## src/rtl/conv_layer_sequencer.sv

```systemverilog
// Control sequencer for the conv_layer MAC datapath: walks the forward or
// kernel-gradient loop nest, one MAC term per cycle, with a valid/ready result port.
module conv_layer_sequencer #(
    parameter int NUM_KERNELS      = 2,
    parameter int KERNEL_DIM       = 3,
    parameter int INPUT_DIM_WIDTH  = 3,
    parameter int INPUT_DIM_HEIGHT = 3,
    parameter int AW               = 8
) (
    input  logic          clk,
    input  logic          reset,
    input  logic          start,
    input  logic          mode,
    output logic          busy,
    output logic          done,
    output logic [AW-1:0] img_row,
    output logic [AW-1:0] img_col,
    output logic [AW-1:0] kern_idx,
    output logic [AW-1:0] kern_row,
    output logic [AW-1:0] kern_col,
    output logic [AW-1:0] err_row,
    output logic [AW-1:0] err_col,
    output logic          mac_clear,
    output logic          mac_en,
    output logic          res_valid,
    input  logic          res_ready,
    output logic [AW-1:0] res_kern,
    output logic [AW-1:0] res_row,
    output logic [AW-1:0] res_col
);

    localparam int OW      = INPUT_DIM_WIDTH - KERNEL_DIM + 1;
    localparam int OH      = INPUT_DIM_HEIGHT - KERNEL_DIM + 1;
    localparam int MAX_DIM = (32'sd1 <<< AW) - 32'sd1;

    localparam logic [AW-1:0] KD_LAST = AW'(KERNEL_DIM - 1);
    localparam logic [AW-1:0] OW_LAST = AW'(OW - 1);
    localparam logic [AW-1:0] OH_LAST = AW'(OH - 1);
    localparam logic [AW-1:0] KN_LAST = AW'(NUM_KERNELS - 1);
    localparam logic [AW-1:0] ZERO    = {AW{1'b0}};

    if ((KERNEL_DIM > INPUT_DIM_WIDTH) || (KERNEL_DIM > INPUT_DIM_HEIGHT)) begin : g_kd_too_big
        $error("conv_layer_sequencer: KERNEL_DIM exceeds the input image size");
    end
    if ((NUM_KERNELS > MAX_DIM) || (KERNEL_DIM > MAX_DIM) ||
        (INPUT_DIM_WIDTH > MAX_DIM) || (INPUT_DIM_HEIGHT > MAX_DIM)) begin : g_dim_too_big
        $error("conv_layer_sequencer: a dimension does not fit in AW-bit indices");
    end

    typedef enum logic [2:0] {
        ST_IDLE  = 3'd0,
        ST_CLEAR = 3'd1,
        ST_ACC   = 3'd2,
        ST_WRITE = 3'd3,
        ST_DONE  = 3'd4
    } state_t;

    state_t        state_r, state_next_s;
    logic          mode_r, mode_next_s;
    logic [AW-1:0] k_r, r_r, c_r, i_r, j_r;
    logic [AW-1:0] k_next_s, r_next_s, c_next_s, i_next_s, j_next_s;
    logic          last_term_s, last_tuple_s;

    logic          busy_r, done_r, mac_clear_r, mac_en_r, res_valid_r;
    logic [AW-1:0] img_row_r, img_col_r, kern_idx_r, kern_row_r, kern_col_r;
    logic [AW-1:0] err_row_r, err_col_r, res_kern_r, res_row_r, res_col_r;

    function automatic logic [AW-1:0] wrap_inc(input logic [AW-1:0] v, input logic [AW-1:0] last);
        if (v == last) begin
            return {AW{1'b0}};
        end else begin
            return v + AW'(1);
        end
    endfunction

    // Next-state and loop-counter advance; mode selects which counters are inner
    always_comb begin
        state_next_s = state_r;
        mode_next_s  = mode_r;
        k_next_s     = k_r;
        r_next_s     = r_r;
        c_next_s     = c_r;
        i_next_s     = i_r;
        j_next_s     = j_r;
        last_term_s  = 1'b0;
        last_tuple_s = 1'b0;
        case (state_r)
            ST_IDLE: begin
                if (start) begin
                    state_next_s = ST_CLEAR;
                    mode_next_s  = mode;
                    k_next_s     = ZERO;
                    r_next_s     = ZERO;
                    c_next_s     = ZERO;
                    i_next_s     = ZERO;
                    j_next_s     = ZERO;
                end else begin
                    state_next_s = ST_IDLE;
                end
            end
            ST_CLEAR: begin
                state_next_s = ST_ACC;
            end
            ST_ACC: begin
                if (mode_r) begin
                    c_next_s    = wrap_inc(c_r, OW_LAST);
                    r_next_s    = (c_r == OW_LAST) ? wrap_inc(r_r, OH_LAST) : r_r;
                    last_term_s = (c_r == OW_LAST) && (r_r == OH_LAST);
                end else begin
                    j_next_s    = wrap_inc(j_r, KD_LAST);
                    i_next_s    = (j_r == KD_LAST) ? wrap_inc(i_r, KD_LAST) : i_r;
                    last_term_s = (j_r == KD_LAST) && (i_r == KD_LAST);
                end
                if (last_term_s) begin
                    state_next_s = ST_WRITE;
                end else begin
                    state_next_s = ST_ACC;
                end
            end
            ST_WRITE: begin
                if (res_ready) begin
                    // The carry out of the kernel counter marks the final result
                    if (mode_r) begin
                        j_next_s     = wrap_inc(j_r, KD_LAST);
                        i_next_s     = (j_r == KD_LAST) ? wrap_inc(i_r, KD_LAST) : i_r;
                        k_next_s     = ((j_r == KD_LAST) && (i_r == KD_LAST)) ?
                                       wrap_inc(k_r, KN_LAST) : k_r;
                        last_tuple_s = (j_r == KD_LAST) && (i_r == KD_LAST) && (k_r == KN_LAST);
                    end else begin
                        c_next_s     = wrap_inc(c_r, OW_LAST);
                        r_next_s     = (c_r == OW_LAST) ? wrap_inc(r_r, OH_LAST) : r_r;
                        k_next_s     = ((c_r == OW_LAST) && (r_r == OH_LAST)) ?
                                       wrap_inc(k_r, KN_LAST) : k_r;
                        last_tuple_s = (c_r == OW_LAST) && (r_r == OH_LAST) && (k_r == KN_LAST);
                    end
                    if (last_tuple_s) begin
                        state_next_s = ST_DONE;
                    end else begin
                        state_next_s = ST_CLEAR;
                    end
                end else begin
                    state_next_s = ST_WRITE;
                end
            end
            ST_DONE: begin
                state_next_s = ST_IDLE;
            end
            default: begin
                state_next_s = ST_IDLE;
            end
        endcase
    end

    // State, latched mode and loop counters
    always_ff @(posedge clk or negedge reset) begin
        if (!reset) begin
            state_r <= ST_IDLE;
            mode_r  <= 1'b0;
            k_r     <= ZERO;
            r_r     <= ZERO;
            c_r     <= ZERO;
            i_r     <= ZERO;
            j_r     <= ZERO;
        end else begin
            state_r <= state_next_s;
            mode_r  <= mode_next_s;
            k_r     <= k_next_s;
            r_r     <= r_next_s;
            c_r     <= c_next_s;
            i_r     <= i_next_s;
            j_r     <= j_next_s;
        end
    end

    // Strobes and result tags registered from the state being entered
    always_ff @(posedge clk or negedge reset) begin
        if (!reset) begin
            busy_r      <= 1'b0;
            done_r      <= 1'b0;
            mac_clear_r <= 1'b0;
            mac_en_r    <= 1'b0;
            res_valid_r <= 1'b0;
            res_kern_r  <= ZERO;
            res_row_r   <= ZERO;
            res_col_r   <= ZERO;
        end else begin
            busy_r      <= (state_next_s != ST_IDLE);
            done_r      <= (state_next_s == ST_DONE);
            mac_clear_r <= (state_next_s == ST_CLEAR);
            mac_en_r    <= (state_next_s == ST_ACC);
            res_valid_r <= (state_next_s == ST_WRITE);
            if (state_next_s == ST_WRITE) begin
                res_kern_r <= k_next_s;
                res_row_r  <= mode_r ? i_next_s : r_next_s;
                res_col_r  <= mode_r ? j_next_s : c_next_s;
            end else begin
                res_kern_r <= ZERO;
                res_row_r  <= ZERO;
                res_col_r  <= ZERO;
            end
        end
    end

    // Datapath indices track the term being accumulated and hold otherwise
    always_ff @(posedge clk or negedge reset) begin
        if (!reset) begin
            img_row_r  <= ZERO;
            img_col_r  <= ZERO;
            kern_idx_r <= ZERO;
            kern_row_r <= ZERO;
            kern_col_r <= ZERO;
            err_row_r  <= ZERO;
            err_col_r  <= ZERO;
        end else if (state_next_s == ST_ACC) begin
            img_row_r  <= r_next_s + i_next_s;
            img_col_r  <= c_next_s + j_next_s;
            kern_idx_r <= k_next_s;
            kern_row_r <= i_next_s;
            kern_col_r <= j_next_s;
            err_row_r  <= r_next_s;
            err_col_r  <= c_next_s;
        end else begin
            img_row_r  <= img_row_r;
            img_col_r  <= img_col_r;
            kern_idx_r <= kern_idx_r;
            kern_row_r <= kern_row_r;
            kern_col_r <= kern_col_r;
            err_row_r  <= err_row_r;
            err_col_r  <= err_col_r;
        end
    end

    assign busy      = busy_r;
    assign done      = done_r;
    assign mac_clear = mac_clear_r;
    assign mac_en    = mac_en_r;
    assign res_valid = res_valid_r;
    assign res_kern  = res_kern_r;
    assign res_row   = res_row_r;
    assign res_col   = res_col_r;
    assign img_row   = img_row_r;
    assign img_col   = img_col_r;
    assign kern_idx  = kern_idx_r;
    assign kern_row  = kern_row_r;
    assign kern_col  = kern_col_r;
    assign err_row   = err_row_r;
    assign err_col   = err_col_r;

endmodule
```

## config.mk

```make
export PLATFORM = sky130hd
export DESIGN_NAME = conv_layer_sequencer
export DESIGN_NICKNAME = d
export VERILOG_FILES = /design/src/rtl/conv_layer_sequencer.sv
export SDC_FILE = /design/constraint.sdc
export NUM_CORES = 1
export LEC_CHECK = 0
export ABC_AREA = 1
export CORE_MARGIN = 10
export CORE_UTILIZATION = 40
export CTS_CLUSTER_DIAMETER = 200
export DETAILED_ROUTE_END_ITERATION = 7
export DONT_BUFFER_PORTS = 1
export PLACE_DENSITY_LB_ADDON = 0.05
export SETUP_SLACK_MARGIN = 0.5
export SYNTH_ARGS = -nofsm -noshare
export SYNTH_HDL_FRONTEND = slang
export SYNTH_SLANG_ARGS = --single-unit
```

## constraint.sdc

```tcl
create_clock -name clk -period 9.3 [get_ports clk]
set_clock_uncertainty 0.2 [all_clocks]
set_input_delay 0.93 -clock clk [delete_from_list [all_inputs] [get_ports clk]]
set_output_delay 0.93 -clock clk [all_outputs]
set_load 0.01 [all_outputs]
```

Word-level counts from Yosys, hierarchy flattened
Index checks and enable logic that the tools add are counted.

word-level totals
  register bits = 129
  input bits = 5
  output and inout port bits = 85
  word-level logic and storage cells = 96

cells by class
  add/sub/neg operators = 7
  equal/unequal tests = 10
  muxes and demuxes = 48
  reductions and logical operators = 9

operators with widths
  operator                                              number
  two-way mux 8 bit                                     33
  one-hot mux 8 bit (3 select lines)                    4
  adder 8 x 1 -> 8 bit (second input constant)          5
  adder 8 bit                                           2
  equality test 8 x 2 -> 1 bit (second input constant)  2
  logical NOT 8 bit                                     2
  one-hot mux 8 bit (2 select lines)                    1
  equality test 3 x 2 -> 1 bit (second input constant)  4
  one-hot mux 3 bit (4 select lines)                    1
  equality test 8 x 1 -> 1 bit (second input constant)  1
  two-way mux 1 bit                                     7
  equality test 3 x 1 -> 1 bit (second input constant)  2
  two-way mux 3 bit                                     2
  logical AND 1 bit                                     4
  equality test 3 bit (second input constant)           1
  logical NOT 3 bit                                     1
  nonzero test 3 bit                                    1
  AND reduction 2 bit                                   1

Logic depth before layout (Yosys ltp)
  depth after elaboration = 11
  gate-level depth with buffers = 22
  depth with buffers taken out = 22

Worst setup path before layout
No wires, ideal clock.

  kind = input-to-reg
  start point = input port res_ready
  end point = register img_row_r[6] (netlist: img_row[6])
  library setup time = 117 ps
  data arrival time = 3050 ps
  data required time = 8983 ps
  path slack = 5933 ps
  cell stages on the path = 17
  buffers on the path = 0
  cells stage by stage = inv_1 > nor2_2 > nand2_1 > nand2_2 > nand2_1 > o41ai_1 > ha_1 > inv_1 > fa_1 > nor2_1 > nor2_1 > nand2_1 > nand2_1 > o21ai_2 > nand2_1 > nand3_1 > nand2_1

on the way
  cells in the longest elaborated chain, start to end = 3
  elaborated cells on any way between the ends = 8
  those cells by class = 1 x add/sub; 1 x eq/ne; 6 x mux

ends and longest elaborated chain
  what                                line  text
  start, declared                     26    input logic res_ready,
  two-way mux 8 bit                   121   if (res_ready) begin
  one-hot mux 8 bit (3 select lines)  87    case (state_r)
  named net r_next_s[0]               61    logic [AW-1:0] k_next_s, r_next_s, c_next_s, i_next_s, j_next_s;
  adder 8 bit                         215   img_row_r <= r_next_s + i_next_s;
  end signal, assigned                215
  end signal, assigned                223   img_row_r <= img_row_r;
  end, declared                       65    logic [AW-1:0] img_row_r, img_col_r, kern_idx_r, kern_row_r, kern_col_r;

The timed path passes the listed nets, and every way through them passes these cells.
A chain may end at the register's enable or synchronous reset.

Final worst setup path
  start point = register mode_r
  end point = register img_row_r[6] (netlist: img_row[6])

on the way
  elaborated cells on any way between the ends = 19
  those cells by class = 1 x add/sub; 1 x eq/ne; 17 x mux

RTL lines
  what                                  line  text
  start, declared                       59    logic mode_r, mode_next_s;
  start signal, assigned                166   mode_r <= mode_next_s;
  two-way mux 8 bit                     123   if (mode_r) begin
  two-way mux 8 bit                     121
  one-hot mux 8 bit (3 select lines) *  87
  named net i_next_s[0]                 61
  adder 8 bit *                         215

Mark *: on every way through the listed nets, which the timed path passes. The rest lies on a longest branch. The select of a mux whose other input is x is not followed.

==> summary.txt <==
Critical path
  • Startpoint types: flop
  • Worst-path cell chain: inv_1 -> nand2_1 -> nand2_1 -> inv_1 -> nor4_1 -> inv_1 -> o21ai_0 -> ha_1 -> inv_1 -> fa_1 -> nor2_1 -> nor2_1 -> nand2_1 -> nand2_1 -> o21ai_2 -> inv_1 -> nand2_1 -> nand3_1 -> nand2_1
  • Top delay family on crit path: simple AND/OR/NAND/NOR gates
  • Worst EP arrival: a little over 4 ns
  • Setup crit end kind: flop
  • CP most frequent cell: nand2_1
  • Critical path's slowest cell: inv_1
  • Max incr delay on CP: 0.61 ns
  • CP Max Fanout: 24
  • Buf/Inv on CP: 5
  • Worst Path Required: 9.46 ns
  • Critical path class: flop to flop

Synth
  • Prevailing post-synth register cell: dfrtp_1
  • Top post-synthesis cells by count: nand2_1, dfrtp_1, inv_1, nor2_1, o21ai_0
  • Avg Inst Size Synth: 7.99 um^2
  • Sequential-to-total area share from yosys stat: a little under half
  • Post-synth ARST share: 100%
  • Yosys warnings: 0
  • #FFs+latches synth: 129
  • Most numerous cell in the Yosys netlist: nand2_1
  • Synth cell types: 43
  • Synth area leaders: dfrtp_1, nand2_1, inv_1, nor2_1, o21ai_0
  • Synth top area share: a little under half
  • Cell Area, Synth: slightly below 7000 um^2
  • Synth Instances: about 850
  • Yosys top cell by area: dfrtp_1
  • EDFF count, synth: 0
  • Mapped Nets: 876

Power
  • Pleak: 3.69 nW
  • Maximum VDD drop: ~0.00017 V
  • Tot Pwr: 2.80 mW
  • Power Density: 368 nW/um^2

Drt
  • WL final: 19600 um
  • DR DRC count: 0
  • First-pass DRT Iterations: 5
  • Avg WL per Cell: roughly 18 um
  • DR vias/cell: 5.18
  • DRT antenna net count: 0
  • Vias: 5640
  • DRT iter0 DRCs: 385

Layout
  • Fin area: 7600 um^2
  • P&R area growth vs syn: 12.4%
  • Layout cell share with drive strength beyond 1: under 10%
  • Number of nets in the layout: just under 900
  • ANT cells: 0

Floorplan
  • Die W: approximately 150 um
  • Die Area: 22500 um^2
  • Die Height: 150 um
  • # IOs: 90
  • Num rows: 47
  • Starting Density: 40.8%
  • CORE AREA: 16600 um^2

STA
  • Unrepaired setup endpoints after global routing: false
  • Final hold viol count: 0
  • Fin crit period: 3.95 ns
  • Worst slew margin: 24.7%
  • Setup ws final: 5.35 ns
  • Max Freq: between 200 and 300 MHz
  • Max Slew Vio Count: 0
  • Least-Margin Pin Slew: 1.12 ns
  • Min Hold Slack: 0.128 ns
  • Setup TNS Final: 0 ns
  • Setup violations, final: 0
  • Period Utilization, post-route: 42.5%

Global route
  • Wire length of the first global-routing pass: 30900 um
  • GR Util All Layers: 17.9%
  • GRT overflow: 0
  • Initial antenna violation count: 0
  • Largest net degree at the start of global routing: 103
  • Vias in the first global route: 5428

Place
  • DP HPWL: 14400 um
  • RePlAce Congestion: just under 0.9
  • DP Area: approximately 7000 um^2
  • Port bufs: 0
  • Placement Setup Slack: 5.35 ns

Clock network
  • Setup repair bufs after CTS: 0
  • Root Driver: clkbuf_16
  • CTS tree: done
  • H-Tree Depth: 4
  • Worst-path clk slew: 0.06 ns
  • Skew-Pair Late Insertion Delay: 0.42 ns
  • Deepest clock path buffer count: 2
  • CTS sink count: 129
  • TritonCTS Buffers: 17

Min path
  • Worst hold path class: input pin to asynchronous set/reset pin

Job
  • Max Cap Viol: 0

Outcome
  • Status: complete, no violations
==> report_power, final <==
part	internal, mW	leakage (nW)	switching, mW
registers	0.735	1.73	0.194
logic	0.332	1.68	0.870
clock network	0.410	0.280	0.256
total	1.48	3.69	1.32
==> timing repair <==
| item | 4_1_cts | 5_1_grt |
|---|---|---|
| hold buffers | 2 | 0 |
| endpoints found under the hold margin | 102 | 0 |
| resized for setup | 0 | 0 |
==> final timing paths <==
path	start	end	slack (ns)	cells after the start
min in group clk	err_col[2]	err_col[2]	0.34	2
max reg2reg	mode_r	img_row[6]	5.35	19
max in group asynchronous	reset	res_row[2]	8.25	1
min	reset	kern_idx[2]	0.13	1
min reg2reg	err_col[2]	err_col[2]	0.34	2
max	mode_r	img_row[6]	5.35	19
==> worst register-to-register path: stages, from the launching register on <==
cell and delay (ns):
dfrtp_1 0.44, inv_1 0.61, nand2_1 0.21, nand2_1 0.19, inv_1 0.10, nor4_1 0.18, inv_1 0.09, o21ai_0 0.44
ha_1 0.29, inv_1 0.06, fa_1 0.41, nor2_1 0.12, nor2_1 0.05, nand2_1 0.06, nand2_1 0.08, o21ai_2 0.13
inv_1 0.05, nand2_1 0.05, nand3_1 0.06, nand2_1 0.07
==> cell usage in the layout (no fill, tap or decap), drive strengths merged <==
cell type and count:
clkinv 3, buf 9, o41ai 1, ha 22, o21a 4, nor3 6
or2 1, a22oi 1, a21oi 26, o211ai 8, and2 1, o31ai 3
a211oi 6, nand2 251, a21boi 1, o221ai 2, a31oi 2, o22ai 7
o21ai 77, and3 1, xnor2 2, o32ai 2, nand4 8, nor2 93
nand3b 5, clkbuf 21, nor4 3, dfrtp 129, xor2 6, inv 115
fa 2, bufinv 2, nand3 46, clkinvlp 3
==> cell type report <==
| class | instances | area [um^2] |
|---|---|---|
| sequential | 129 | 3230 |
| clock buffer | 21 | 460 |
| clock inverter | 11 | 128 |
| inverter | 112 | 420 |
| multi-input combinational | 587 | 2990 |
| tap | 220 | 275 |
| fill | 1683 | 8980 |
| timing repair buffer | 9 | 100 |
==> flip-flops by register name (all words and copies together) (netlist names), 3 cells and up <==
| register | flops |
|---|---|
| c_r | 8 |
| err_col | 8 |
| err_row | 8 |
| i_r | 8 |
| img_col | 8 |
| img_row | 8 |
| j_r | 8 |
| k_r | 8 |
| kern_col | 8 |
| kern_idx | 8 |
| kern_row | 8 |
| r_r | 8 |
| res_col | 8 |
| res_kern | 8 |
| res_row | 8 |
| state_r | 3 |
==> layer usage <==
layer	up-vias	GRT usage [%]	share of wire (%)	routed length, um
li1	2753	-	-	-
met1	2693	22.0	42	8300
met2	162	28.5	47	9290
met3	32	4.83	7.1	1390
met4	0	8.36	3.4	669
met5	-	0	0	0
==> logic make-up after synthesis <==
kind of cell | after synthesis | share of synthesized area [%]
buf+inv | 131 | 8.10
simple gates | 415 | 26.2
fa+ha+maj | 24 | 4.66
flops | 129 | 47.7
xor+xnor | 8 | 1.15
compound gates | 140 | 12.2
==> stage by stage <==
| step | instances | utilization [%] |
|---|---|---|
| 3_5_place_dp | 1055 | 42.0 |
| 6_report | 1089 | 45.8 |
| 5_1_grt | 1089 | 45.8 |
| 3_3_place_gp | 1055 | 42.0 |
| 4_1_cts | 1089 | 45.8 |
| 2_1_floorplan | 847 | - |
(Power assumes the default switching activity.)
